### src/rtl/z_logger_pkg.sv
// Shared types and default widths for the z run logger.
package z_logger_pkg;
  localparam int CNT_W_DEF = 8;
  localparam int LEN_W_DEF = 8;

  typedef enum logic {
    IDLE = 1'b0,
    HOLD = 1'b1
  } state_t;
endpackage

### src/rtl/sat_counter.sv
// Saturating up-counter with synchronous clear and load; priority clr > load > inc.
module sat_counter #(
  parameter int WIDTH = 8
) (
  input  logic             clock,
  input  logic             rst,
  input  logic             inc,
  input  logic             clr,
  input  logic             load_en,
  input  logic [WIDTH-1:0] load_val,
  output logic [WIDTH-1:0] count
);
  logic [WIDTH-1:0] count_nxt;

  always_comb begin
    count_nxt = count;
    if (clr)
      count_nxt = '0;
    else if (load_en)
      count_nxt = load_val;
    else if (inc && (count != '1))
      count_nxt = count + 1'b1;
  end

  always_ff @(posedge clock) begin
    if (!rst)
      count <= '0;
    else
      count <= count_nxt;
  end
endmodule

### src/rtl/z_run_logger.sv
// Counts z rising edges and the longest z-high run, and hands out a frozen snapshot over valid/ready.
// Define Z_LOGGER_CLEAR_ON_READ_EN to restart the event/max window at every snapshot capture.
module z_run_logger
  import z_logger_pkg::*;
#(
  parameter int CNT_W = CNT_W_DEF,
  parameter int LEN_W = LEN_W_DEF
) (
  input  logic             clock,
  input  logic             rst,
  input  logic             z,
  input  logic             clr,
  input  logic             rd_req,
  input  logic             out_ready,
  output logic             out_valid,
  output logic [CNT_W-1:0] evt_count,
  output logic [LEN_W-1:0] max_len
);
  state_t           state;
  logic             z_q;
  logic             evt;
  logic             capture;
  logic             restart;
  logic [CNT_W-1:0] evt_cnt;
  logic [LEN_W-1:0] run_len;
  logic [LEN_W-1:0] run_nxt;
  logic [LEN_W-1:0] max_run;

  assign evt     = z && !z_q;
  assign capture = (state == IDLE) && rd_req;

`ifdef Z_LOGGER_CLEAR_ON_READ_EN
  assign restart = capture;
`else
  assign restart = 1'b0;
`endif

  sat_counter #(.WIDTH(CNT_W)) u_evt_cnt (
    .clock    (clock),
    .rst      (rst),
    .inc      (evt),
    .clr      (clr),
    .load_en  (restart),
    .load_val ({{(CNT_W-1){1'b0}}, evt}),
    .count    (evt_cnt)
  );

  sat_counter #(.WIDTH(LEN_W)) u_run_len (
    .clock    (clock),
    .rst      (rst),
    .inc      (z),
    .clr      (clr || !z),
    .load_en  (1'b0),
    .load_val ({LEN_W{1'b0}}),
    .count    (run_len)
  );

  // Look-ahead of the run counter so the ongoing run is folded into max_run on the same edge.
  always_comb begin
    run_nxt = run_len;
    if (clr || !z)
      run_nxt = '0;
    else if (run_len != '1)
      run_nxt = run_len + 1'b1;
  end

  always_ff @(posedge clock) begin
    if (!rst) begin
      z_q     <= 1'b0;
      max_run <= '0;
    end else begin
      z_q <= z;
      if (clr)
        max_run <= '0;
      else if (restart)
        max_run <= run_nxt;
      else if (run_nxt > max_run)
        max_run <= run_nxt;
    end
  end

  always_ff @(posedge clock) begin
    if (!rst) begin
      state     <= IDLE;
      out_valid <= 1'b0;
      evt_count <= '0;
      max_len   <= '0;
    end else begin
      case (state)
        IDLE: begin
          if (capture) begin
            evt_count <= evt_cnt;
            max_len   <= max_run;
            out_valid <= 1'b1;
            state     <= HOLD;
          end
        end
        HOLD: begin
          if (out_ready) begin
            out_valid <= 1'b0;
            state     <= IDLE;
          end
        end
        default: begin
          out_valid <= 1'b0;
          state     <= IDLE;
        end
      endcase
    end
  end
endmodule
### config.mk
export PLATFORM = sky130hd
export DESIGN_NAME = z_run_logger
export DESIGN_NICKNAME = d
export VERILOG_FILES = /design/src/rtl/z_logger_pkg.sv /design/src/rtl/sat_counter.sv /design/src/rtl/z_run_logger.sv
export SDC_FILE = /design/constraint.sdc
export NUM_CORES = 1
export LEC_CHECK = 0
export ABC_AREA = 1
export BUFFER_PORTS_ARGS = -buffer_cell sky130_fd_sc_hd__buf_4
export CAP_MARGIN = 5
export CORE_MARGIN = 2
export CORE_UTILIZATION = 52
export DETAILED_ROUTE_END_ITERATION = 10
export PLACE_DENSITY = 0.75
export SYNTH_ARGS = -nofsm -noshare
export SYNTH_HDL_FRONTEND = slang
export SYNTH_SLANG_ARGS = --single-unit
### constraint.sdc
create_clock -name clock -period 2.2 [get_ports clock]
set_input_delay 0.11 -clock clock [delete_from_list [all_inputs] [get_ports clock]]
set_output_delay 0.11 -clock clock [all_outputs]
set_load 0.03 [all_outputs]
== Word level (Yosys, flattened, before mapping) ==
Cells that the tools add are included.

* Flip-flop bits (word level): 43
* Bits of input ports: 6
* Output and inout port bits: 17
* Word-level logic and storage cells: 36

* Add/subtract/negate cells: 2
* Magnitude comparators: 1
* Equal/unequal tests: 4
* Mux-type cells: 8
* Bitwise logic cells: 2
* Reductions and logical operators: 11

{| class="wikitable"
|+ Operators by type and width
! operator !! number
|-
| 8-bit by 1-bit adder with 8-bit output (second input constant) || 2
|-
| 8-bit two-way mux || 2
|-
| 8-bit != test (second input constant) || 2
|-
| 8-bit greater-than comparator || 1
|-
| 1-bit logical AND || 4
|-
| 1-bit two-way mux || 4
|-
| 2-bit != test (second input constant) || 2
|-
| 1-bit one-hot mux with 2 select lines || 2
|-
| 2-bit AND reduction || 2
|-
| 2-bit OR reduction || 2
|-
| 1-bit logical NOT || 2
|-
| 1-bit NOT || 2
|-
| 1-bit logical OR || 1
|}

== Depth between registers and ports, before layout ==
Gate-level depths: netlist of the first run.

* Word-level depth: 4
* Gate-level depth with buffers: 20
* Mapped depth without buffers: 19

== By module ==
Synthesis of the first run repeated with hierarchy kept, for this count alone.

* Cell total of the unflattened synthesis: 397
* Area, all modules: 2585.0 µm²

{| class="wikitable"
|+ Modules (own cells, without submodules)
! module !! instances !! cells an instance !! area an instance (µm²)
|-
| z_run_logger || 1 || 207 || 1443.9
|-
| sat_counter || 2 || 95 || 570.5
|}

== Least setup slack after synthesis of the first run ==
Ideal clock, no wire load.

* Kind: register -> register
* From: register u_run_len.count[1]
* To: register max_run[1]
* Setup time: 113 ps
* Data arrival time: 2094 ps
* Data required time: 2087 ps
* Slack: -7 ps
* Cell stages (with the launch flop): 16
* Cells stage by stage: dfxtp_1 ha_1 nand2_2 nor2_4 nand2_4 buf_6 a21oi_2 ha_1 a21o_1 nor2_1 nand2_1 nand2_1 buf_4 nand2_1 nand2_1 nor2_1

* Word-level cells in the longest chain between the ends: 4
* Elaborated cells between the ends (all ways): 5
* Classes of those cells: 1 x add/sub; 1 x order compare; 1 x eq/ne; 2 x mux

{| class="wikitable"
|+ Ends and longest elaborated chain
! item !! line !! text
|-
| start, declared || sat_counter.sv:11 || <nowiki>output logic [WIDTH-1:0] count</nowiki>
|-
| start signal, assigned || sat_counter.sv:29 || <nowiki>count <= count_nxt;</nowiki>
|-
| 8-bit by 1-bit adder with 8-bit output or 8-bit != test (tied branches) || z_run_logger.sv:64, z_run_logger.sv:63 ||
|-
| 8-bit two-way mux (*) || z_run_logger.sv:63 || <nowiki>else if (run_len != '1)</nowiki>
|-
| 8-bit two-way mux (*) || z_run_logger.sv:61 || <nowiki>if (clr || !z)</nowiki>
|-
| net run_nxt[7] || z_run_logger.sv:26 || <nowiki>logic [LEN_W-1:0] run_nxt;</nowiki>
|-
| 8-bit greater-than comparator (*) || z_run_logger.sv:77 || <nowiki>else if (run_nxt > max_run)</nowiki>
|-
| end signal, assigned || z_run_logger.sv:76 || <nowiki>max_run <= run_nxt;</nowiki>
|-
| end signal, assigned || z_run_logger.sv:78 || <nowiki>max_run <= run_nxt;</nowiki>
|-
| end, declared || z_run_logger.sv:27 || <nowiki>logic [LEN_W-1:0] max_run;</nowiki>
|}

Mark *: on every way through the listed nets, which the timed path passes. The rest lies on a longest branch.
A chain may end at the register's enable or synchronous reset.

== Final worst setup path of the first run ==
* From: register u_run_len.count[1]
* To: register max_run[5]

* Word-level cells in the longest chain between the ends: 4
* Elaborated cells between the ends (all ways): 5
* Classes of those cells: 1 x add/sub; 1 x order compare; 1 x eq/ne; 2 x mux

{| class="wikitable"
|+ Ends and longest elaborated chain
! item !! line
|-
| 8-bit by 1-bit adder with 8-bit output or 8-bit != test (tied branches) || z_run_logger.sv:64, z_run_logger.sv:63
|-
| 8-bit two-way mux (*) || z_run_logger.sv:63
|-
| 8-bit two-way mux (*) || z_run_logger.sv:61
|-
| 8-bit greater-than comparator || z_run_logger.sv:77
|}

Every way passes the cells marked *; elsewhere a longest branch is shown, timed or not.

==> results of run 1 <==
## per-layer routing
metal	global-route usage	vias to the layer above	wire length, um
met2	0.343	43	2390
li1	-	994	-
met5	0	-	0
met4	0.102	0	76
met1	0.273	851	2320
met3	0.0625	7	192
## worst max-delay path, cell delays in order (launching register included)
cell	delay [ps]
dfxtp_4	380
ha_4	150
nand2_4	60
nor2_4	220
nand2_4	120
xor2_2	180
nor2_1	200
inv_1	120
ha_4	170
inv_2	30
nand2_1	40
nand2_1	50
nand2_1	40
nand2_1	70
nand2_2	70
nand2_4	100
buf_6	120
nand3_1	70
nand2_1	60
nor2_1	30
## power breakdown
| part | switching [mW] | leakage (nW) | total (mW) | internal (mW) |
|---|---|---|---|---|
| logic | 0.667 | 0.794 | 1.11 | 0.445 |
| clock network | 0.272 | 0.0412 | 0.493 | 0.222 |
| registers | 0.0359 | 0.353 | 0.889 | 0.853 |
## synth_stat cells (4+ instances only)
master,count,area share
xor2_1,4,0.017
clkbuf_1,5,0.0091
inv_2,5,0.0091
nor2_1,39,0.071
a21oi_1,30,0.073
o21ai_0,20,0.049
dfxtp_1,43,0.42
ha_1,10,0.061
nand3_1,11,0.027
nand2_1,64,0.12
a21oi_2,4,0.017
inv_1,31,0.057
## timing repair
action / 4_1_cts / 5_1_grt
buffers inserted: 4 / 5
cloned: 0 / 2
pin swaps: 4 / 18
resized for setup: 5 / 38
endpoints found under the setup margin: 8 / 8
## flip-flops by register name, indices dropped and copies added, names as in the netlist
register	flops
u_run_len.count	8
state	1
max_run	8
out_valid	1
max_len	8
evt_count	8
u_evt_cnt.count	8
z_q	1
## logic make-up (layout without fill, tap and decap cells)
family          count (synthesis)  count (layout)  synth area share
buf+inv                        44              85            0.0864
xor+xnor                        7               7            0.0298
fa+ha+maj                      10              10            0.0608
compound gates                 59              59             0.156
flops                          43              43             0.418
simple gates                  123             125             0.249
## cell type report
class                   count  area, um2
repair buffers             41        323
well taps                  48       60.1
inverters                  36        135
clock inverters             2       12.5
flip-flops and latches     43        867
fillers                   317       1080
multi-input cells         201       1190
clock buffers               6       72.6
## final timing paths
kind                                                      start                       to  slack, ps  cells after the start
worst min-delay path                                     rd_req         state$_SDFF_PN0_         60                      3
worst max-delay path            u_run_len.count[1]$_SDFFE_PP0P_  max_run[5]$_SDFFE_PP0N_       -180                     19
worst min register to register           out_valid$_SDFFE_PN0P_   out_valid$_SDFFE_PN0P_        470                      2
worst max register to register  u_run_len.count[1]$_SDFFE_PP0P_  max_run[5]$_SDFFE_PP0N_       -180                     19
## per-stage QoR
| step | worst slack [ps] | util | TNS, ps | area, um2 |
|---|---|---|---|---|
| floorplan | 3.69 | - | 0 | 2070 |
| global placement | -17.5 | 0.620 | -78.1 | 2320 |
| detailed placement | -87.0 | 0.620 | -411 | 2320 |
| CTS | 4.73 | 0.654 | 0 | 2450 |
| global route | -311 | 0.711 | -2190 | 2660 |
| finish | -183 | 0.711 | -1230 | 2660 |
==> impl_metrics.toml, run 1 <==
[synthesis]
synthFlopType = "dfxtp_1"
yosysSeqAreaShare = 0.418
netlist_area_um2 = 2060
synth-edff-count = 0
yosys_warnings = 0
ys_ff_latch = 43
avgSynthCellArea_um2 = 7.19
synthArstFlopShare = 0
synth_fp_nets = 302
synth_cell_types = 26
postSynthCellCount = 286

[final_layout]
instances_no_fill = 377
area_growth_pct = 29.4
layout_commonest_cell = "nand2_1"
nNetsFinal = 344
final_cell_mix = "56 x nand2_1, 40 x dfxtp_1, 37 x buf_4"
drive_above_1_share = 0.289
n_antenna_cell = 0

[worst_hold_path]
hp-class = "in2reg"

[grt]
antenna_found_initial = 0
grt_pass1_wl_um = 7190
grt_max_degree = 32
grt_use_total = 0.217
grt-ovfl-total = 0
grt_pass1_vias = 1633

[worst_setup_path]
crit_path_start_kind = "register"
critPathCaptureType = "register"
path_class = "reg2reg"
crit_fanout = 5
crit_required_ps = 2400
arrival_ps = 2580

[sta]
setup_viol = 8
fmax_ghz = 0.420
finalCriticalPeriod_ps = 2380
hold_viol = 0
clock-skew-final_ps = 2.25
timing.slew.headroom = 0.696
tightest_slew_ps = 454
fin_ws_ps = -183
period_share = 1.08
grt_setup_unrepaired = "true"
drv_slew = 0
holdWs_ps = 64.6

[cts]
hold_buffers = 0
clock_latency_ps = 300
numCtsBuffers = 5
clk_pin_slew_ps = 80
clock-sinks = 43
clock_path_buffers = 2
cts_tree = "built"
htree_levels = 2
root_buffer = "clkbuf_8"

[power]
leakagePower_nw = 1.19
power_density_nw_per_um2 = 937
finalPower_mw = 2.49
ir_drop_mv = 0.684

[route]
dr.first_iter.drc_count = 132
routedWlPerCell_um = 13.2
drcViolationCount = 0
antenna_left = 0
routed_via_density = 5.03
routed_wl_um = 4980
via_count = 1895
dr.pass1.iters = 4

[outcome]
run_status = "complete, but fails checks"
failed_checks = "negative setup slack"

[place]
dp_hpwl_um = 3030
portBuffers = 22
gp_congestion = 0.895
dp.cells = 358

[floorplanning]
start_util = 0.549
die_area_um2 = 4470
io_pins = 23
chipWidth_um = 66.9
rows = 22
coreArea_um2 = 3740
die_y_um = 66.9

[run]
maxCapViolCount = 0
(Power assumes the default switching activity.)
==> run 2: changes to the inputs <==
--- a/config.mk
+++ b/config.mk
@@ -8,6 +8,7 @@
 export ABC_AREA = 1
 export BUFFER_PORTS_ARGS = -buffer_cell sky130_fd_sc_hd__buf_4
 export CAP_MARGIN = 5
+export CORE_ASPECT_RATIO = 1.25
 export CORE_MARGIN = 2
 export CORE_UTILIZATION = 52
 export DETAILED_ROUTE_END_ITERATION = 10
==> run 2 against run 1 <==
The flow still finishes with violations (negative setup slack). Maximum frequency rose by 5.2%. Register-to-register slack improved by 120 ps. Setup slack improved by 120 ps. Worst hold slack got worse by 25 ps. Clock-buffer cell count fell by 1. Sequential power fell by 0.4%. Critical path type unchanged. Critical endpoint is now max_run[2]$_SDFFE_PP0N_. Largest cell class unchanged.
==> impl_metrics.toml, run 2 (synthesized netlist as in run 1, its figures left out) <==
[outcome]
run_status = "complete, but fails checks"
failed_checks = "negative setup slack"

[place]
dp_slack_ps = -46.8
portBuffers = 22
gp_congestion = 0.800
dp.cells = 366
dp_hpwl_um = 3120

[worst_hold_path]
min_from = "rd_req"
hp-class = "in2reg"
hold_end = "state$_SDFF_PN0_"
whs_path_depth = 3

[route]
drcViolationCount = 0
via_count = 1983
antenna_left = 0
dr.first_iter.drc_count = 110
routed_wl_um = 5010
routed_via_density = 5.07
routedWlPerCell_um = 12.8
dr.pass1.iters = 4

[power]
power_density_nw_per_um2 = 958
leakagePower_nw = 1.25
ir_drop_mv = 0.595

[worst_setup_path]
path_class = "reg2reg"
crit_path_start_kind = "register"
worstPathCellList = "ha_4 > nand2_4 > nor2_4 > nand2_4 > xor2_2 > nor2_1 > inv_1 > ha_2 > inv_2 > nand2_2 > nand2_1 > nand2_1 > nand2_1 > nand2_2 > nand2_4 > buf_6 > nand3_2 > nand2_2 > nor2_2"
crit_required_ps = 2400
max_stage_delay_ps = 360
rrSetupSlack_ps = -70
crit_fanout = 6
r2r-end = "max_run[2]$_SDFFE_PP0N_"
crit_slowest_cell = "dfxtp_2"
critPathCaptureType = "register"
arrival_ps = 2470
worstRegToRegCells = 19
r2r_start = "u_run_len.count[0]$_SDFFE_PP0P_"

[cts]
htree_levels = 2
numCtsBuffers = 5
clock_path_buffers = 2
clk_pin_slew_ps = 90
hold_buffers = 0
clock_latency_ps = 300
root_buffer = "clkbuf_8"
clock-sinks = 43
cts_tree = "built"

[grt]
grt_pass1_vias = 1699
grt_max_degree = 21
antenna_found_initial = 0
grt_use_total = 0.214
grt-ovfl-total = 0
grt_pass1_wl_um = 7240

[final_layout]
final_core_util = 0.733
nNetsFinal = 352
n_antenna_cell = 0
instances_no_fill = 391
area_growth_pct = 34.9
layout_commonest_cell = "nand2_1"
final_cell_mix = "56 x nand2_1, 45 x buf_4, 38 x dfxtp_1"
drive_above_1_share = 0.335

[sta]
grt_setup_unrepaired = "true"
tightest_slew_ps = 463
finalCriticalPeriod_ps = 2270
clock-skew-final_ps = 2.56
drv_slew = 0
fmax_ghz = 0.441
fin_ws_ps = -65.8
setup_viol = 7
period_share = 1.03
hold_viol = 0
timing.slew.headroom = 0.690

[floorplanning]
die_y_um = 74.3
io_pins = 23
die_area_um2 = 4480
coreArea_um2 = 3780
chipWidth_um = 60.3
rows = 25
start_util = 0.543

[run]
maxCapViolCount = 0
-- run 2: cell count changes in the layout (fill, tap and decap cells not counted), sizes merged --
cell      before  now
clkbuf         6    5
clkinvlp       1    0
bufinv         0    1
buf           41   49
clkinv         1    2
-- run 2: critical path, delay by kind of cell, from the launching register on --
family                     cells  cell delay [ps]
xor gates and xnor gates       1              170
and+or+nand+nor               13             1050
adders and majority gates      2              340
DFF                            1              360
buffers and inverters          3              230
-- run 2: final cells by class --
cell class | instances | area, um2
multi-input cells | 201 | 1200
fillers | 290 | 1010
flip-flops and latches | 43 | 872
repair buffers | 49 | 383
inverters | 36 | 135
clock buffers | 5 | 68.8
well taps | 54 | 67.6
clock inverters | 3 | 43.8
-- run 2: worst max path at each step --
stage / slack, ps / startpoint / cells past startpoint / to
after floorplan: 4 / u_run_len.count[1]$_SDFFE_PP0P_ / 15 / max_run[1]$_SDFFE_PP0N_
after global placement: 20 / u_run_len.count[0]$_SDFFE_PP0P_ / 18 / max_run[6]$_SDFFE_PP0N_
after detailed placement: -50 / u_run_len.count[0]$_SDFFE_PP0P_ / 18 / max_run[6]$_SDFFE_PP0N_
after CTS: 4 / u_run_len.count[0]$_SDFFE_PP0P_ / 19 / max_run[5]$_SDFFE_PP0N_
after global routing: -200 / u_run_len.count[0]$_SDFFE_PP0P_ / 19 / max_run[2]$_SDFFE_PP0N_
final: -70 / u_run_len.count[0]$_SDFFE_PP0P_ / 19 / max_run[2]$_SDFFE_PP0N_
-- run 2: timing repair --
| action | 4_1_cts | 5_1_grt |
|---|---|---|
| gates cloned | 1 | 1 |
| endpoints found under the setup margin | 8 | 8 |
| pin swaps | 5 | 19 |
| resized for setup | 9 | 43 |
| buffers inserted | 2 | 13 |
-- run 2: report_power, final --
group | internal (mW) | switching (mW) | total (mW)
clock network | 0.338 | 0.289 | 0.627
logic | 0.460 | 0.686 | 1.15
registers | 0.851 | 0.0335 | 0.885
-- run 2: layer usage --
metal,global-route usage,share of wire,vias up,routed length (um)
li1,-,-,1008,-
met3,0.0365,0.034,14,169
met5,0,0,-,0
met4,0.123,0.034,0,171
met2,0.348,0.51,51,2570
met1,0.264,0.42,910,2100
-- run 2: through the flow --
step                      total power [mW]  TNS (ps)  hold slack, ps  area [um2]
after detailed placement              1.70      -236             346        2340
final                                 2.66      -161            39.1        2770
after global placement                1.67         0             342        2340
after global routing                  2.83     -1370            62.5        2770
after floorplan                       1.53         0             203        2070
after CTS                             2.36         0            33.0        2500
==> run 3: changes to the inputs <==
--- a/config.mk
+++ b/config.mk
@@ -10,9 +10,10 @@
 export CAP_MARGIN = 5
 export CORE_ASPECT_RATIO = 1.25
 export CORE_MARGIN = 2
-export CORE_UTILIZATION = 52
+export CORE_UTILIZATION = 54
 export DETAILED_ROUTE_END_ITERATION = 10
-export PLACE_DENSITY = 0.75
+export PLACE_DENSITY = 0.76
 export SYNTH_ARGS = -nofsm -noshare
 export SYNTH_HDL_FRONTEND = slang
+export SYNTH_HIERARCHICAL = 1
 export SYNTH_SLANG_ARGS = --single-unit
==> constraint.sdc (replaced) <==
create_clock -name clock -period 1.83 [get_ports clock]
set_input_delay 0.0915 -clock clock [delete_from_list [all_inputs] [get_ports clock]]
set_output_delay 0.0915 -clock clock [all_outputs]
set_load 0.03 [all_outputs]
==> run 3 against run 2 <==
The run still ends with negative setup slack left. Global-route usage grew 1.7 points. Total power grew 26%. Non-clock buffer count grew 3. Wire length grew 23%. Die area grew 20%. First-iteration DRC count grew 20%. Cell count grew 34%. Register-to-register slack lost 380 ps. Clock skew grew 3.4 ps. Utilization shrank 1.6 points. Maximum frequency shrank 0.59%. Critical path depth shrank 4. Critical path type unchanged. Largest cell class unchanged. Largest power group unchanged.
==> impl_metrics.toml, run 3 <==
[grt]
grt_pass1_wl_um = 9800
grt-ovfl-total = 0
grt_pass1_vias = 2309
grt_use_total = 0.231
antenna_found_initial = 0
grt_max_degree = 25

[synthesis]
yosys-top-cells-count = "106 x nand2_1, 61 x nor2_1, 43 x dfxtp_1, 33 x inv_1, 33 x nand3_1"
netlist_area_um2 = 2580
yosys_warnings = 6
synth-edff-count = 0
postSynthCellCount = 397
yosysTopAreaCell = "dfxtp_1"
ys_top_cells_by_area = "dfxtp_1 33%, nand2_1 15%, nor2_1 8.9%"
synthArstFlopShare = 0
ys_ff_latch = 43
yosysSeqAreaShare = 0.333
yosys.cell_count.top_type = "nand2_1"
synth_top_cell_area_share = 0.333
avgSynthCellArea_um2 = 6.51
synthFlopType = "dfxtp_1"
synth_cell_types = 30

[power]
ir_drop_mv = 1.03
clkPwrFrac = 0.191
power_density_nw_per_um2 = 1000
switchingPower_mw = 1.38
internal_power_mw = 1.96
seqPwrFrac = 0.323
swShare = 0.414
leakagePower_nw = 1.61
power_frac_comb = 0.485

[place]
dp_hpwl_um = 4300
dp.cells = 512
placed_area_um2 = 3050
portBuffers = 22
gp_congestion = 0.828
dp_slack_ps = -391

[worst_hold_path]
hp-class = "in2reg"
min_from = "rd_req"
whs_path_depth = 3

[sta]
clock-skew-final_ps = 6.00
fin_ws_ps = -449
drv_slew = 0
finalCriticalPeriod_ps = 2280
fmax_ghz = 0.439
period_share = 1.25
tightest_slew_ps = 581
hold_viol = 0
holdWs_ps = 24.2
timing.slew.headroom = 0.612
grt_setup_unrepaired = "true"
setup_viol = 8

[route]
via_count = 2640
routedWlPerCell_um = 11.8
routed_wl_um = 6180
dr.pass1.iters = 4
routed_via_density = 5.03
dr.first_iter.drc_count = 132
drcViolationCount = 0
antenna_left = 0

[floorplanning]
start_util = 0.555
coreArea_um2 = 4660
io_pins = 23
rows = 28
die_y_um = 81.4
die_area_um2 = 5360
chipWidth_um = 65.9

[cts]
htree_levels = 2
hold_buffers = 0
root_buffer = "clkbuf_8"
cts_tree = "built"
clk_pin_slew_ps = 90
clock-sinks = 43
clock_latency_ps = 300
numCtsBuffers = 5
clock_path_buffers = 2

[run]
maxCapViolCount = 0

[final_layout]
drive_above_1_share = 0.269
instances_no_fill = 525
fin_area_um2 = 3340
n_antenna_cell = 0
nNetsFinal = 481
area_growth_pct = 29.1
layout_commonest_cell = "nand2_1"
final_cell_mix = "100 x nand2_1, 55 x nor2_1, 49 x buf_4"

[worst_setup_path]
crit_required_ps = 2080
arrival_ps = 2530
crit_path_start_kind = "register"
crit_start = "u_run_len/count[0]$_SDFFE_PP0P_"
r2r_start = "u_run_len/count[0]$_SDFFE_PP0P_"
path_class = "reg2reg"
worstRegToRegCells = 15
critPathCaptureType = "register"
crit_fanout = 8

[outcome]
run_status = "complete, but fails checks"
failed_checks = "negative setup slack"
run 3: changes by cell type in the layout (fill, tap and decap cells not counted), sizes merged, moves of 4 or more:
cell   before  now
inv        36   45
a21oi      34   22
conb        0   17
nand2      69  117
nor2       43   71
o21ai      20   24
nand3      11   37
run 3: stage by stage:
step / utilization / setup TNS [ps] / total power, mW
floorplan: - / -1950 / 1.94
CTS: 0.676 / -2400 / 2.84
global route: 0.716 / -4490 / 3.56
detailed placement: 0.655 / -2950 / 2.18
finish: 0.716 / -3270 / 3.34
global placement: 0.655 / -2740 / 2.14
run 3: timing repair:
action | CTS | global route
pin swaps | 2 | 18
resized for setup | 1 | 32
endpoints found under the setup margin | 8 | 8
gates cloned | 0 | 1
setup buffers | 0 | 4
run 3: cells by family after synthesis:
logic type	count (synthesis)	synth area share
compound gates	53	0.111
xor+xnor	2	0.00678
fa+ha+maj	11	0.0532
buf+inv	54	0.0866
flops	43	0.333
other cells	1	0.00145
simple gates	233	0.408
run 3: final cells by class:
type	count	area (um2)
Multi-Input combinational cell	317	1730
Fill cell	395	1320
Sequential cell	43	870
Timing Repair Buffer	52	402
Inverter	45	169
Tap cell	60	75.1
Clock buffer	5	68.8
Clock inverter	3	23.8
run 3: critical path, stage by stage, from the launching register on:
cell and delay [ps]:
dfxtp_4 360, ha_4 140, nand2_4 50, nor2_4 170, nand2_4 130, nand2_2 90
nor2_2 40, nor2_2 120, ha_1 270, a21o_1 190, nor2_2 170, nand2_4 110
buf_6 140, nand3_2 40, nand2_1 50, nor2_2 130
run 3: per-layer routing:
layer  global-route usage  share of wire  wire length (um)  up-vias
li1                     -              -                 -     1385
met1                0.280           0.45              2750     1202
met2                0.412           0.51              3140       46
met3               0.0416          0.034               209        7
met4               0.0688          0.013                82        0
met5                    0              0                 0        -
run 3: final timing paths:
check                            end  slack (ps)
max          max_run[0]$_SDFFE_PP0N_        -450
min                 state$_SDFF_PN0_          20
max reg2reg  max_run[0]$_SDFFE_PP0N_        -450
min reg2reg   out_valid$_SDFFE_PN0P_         480
run 3: power by group through the flow:
stage                     Sequential, mW  Clock (mW)  Combinational (mW)
final                               1.08       0.639                1.62
after CTS                           1.08       0.647                1.12
after detailed placement            1.10           0                1.08
after global routing                1.09       0.682                1.79
after global placement              1.10           0                1.05
after floorplan                     1.15           0               0.785
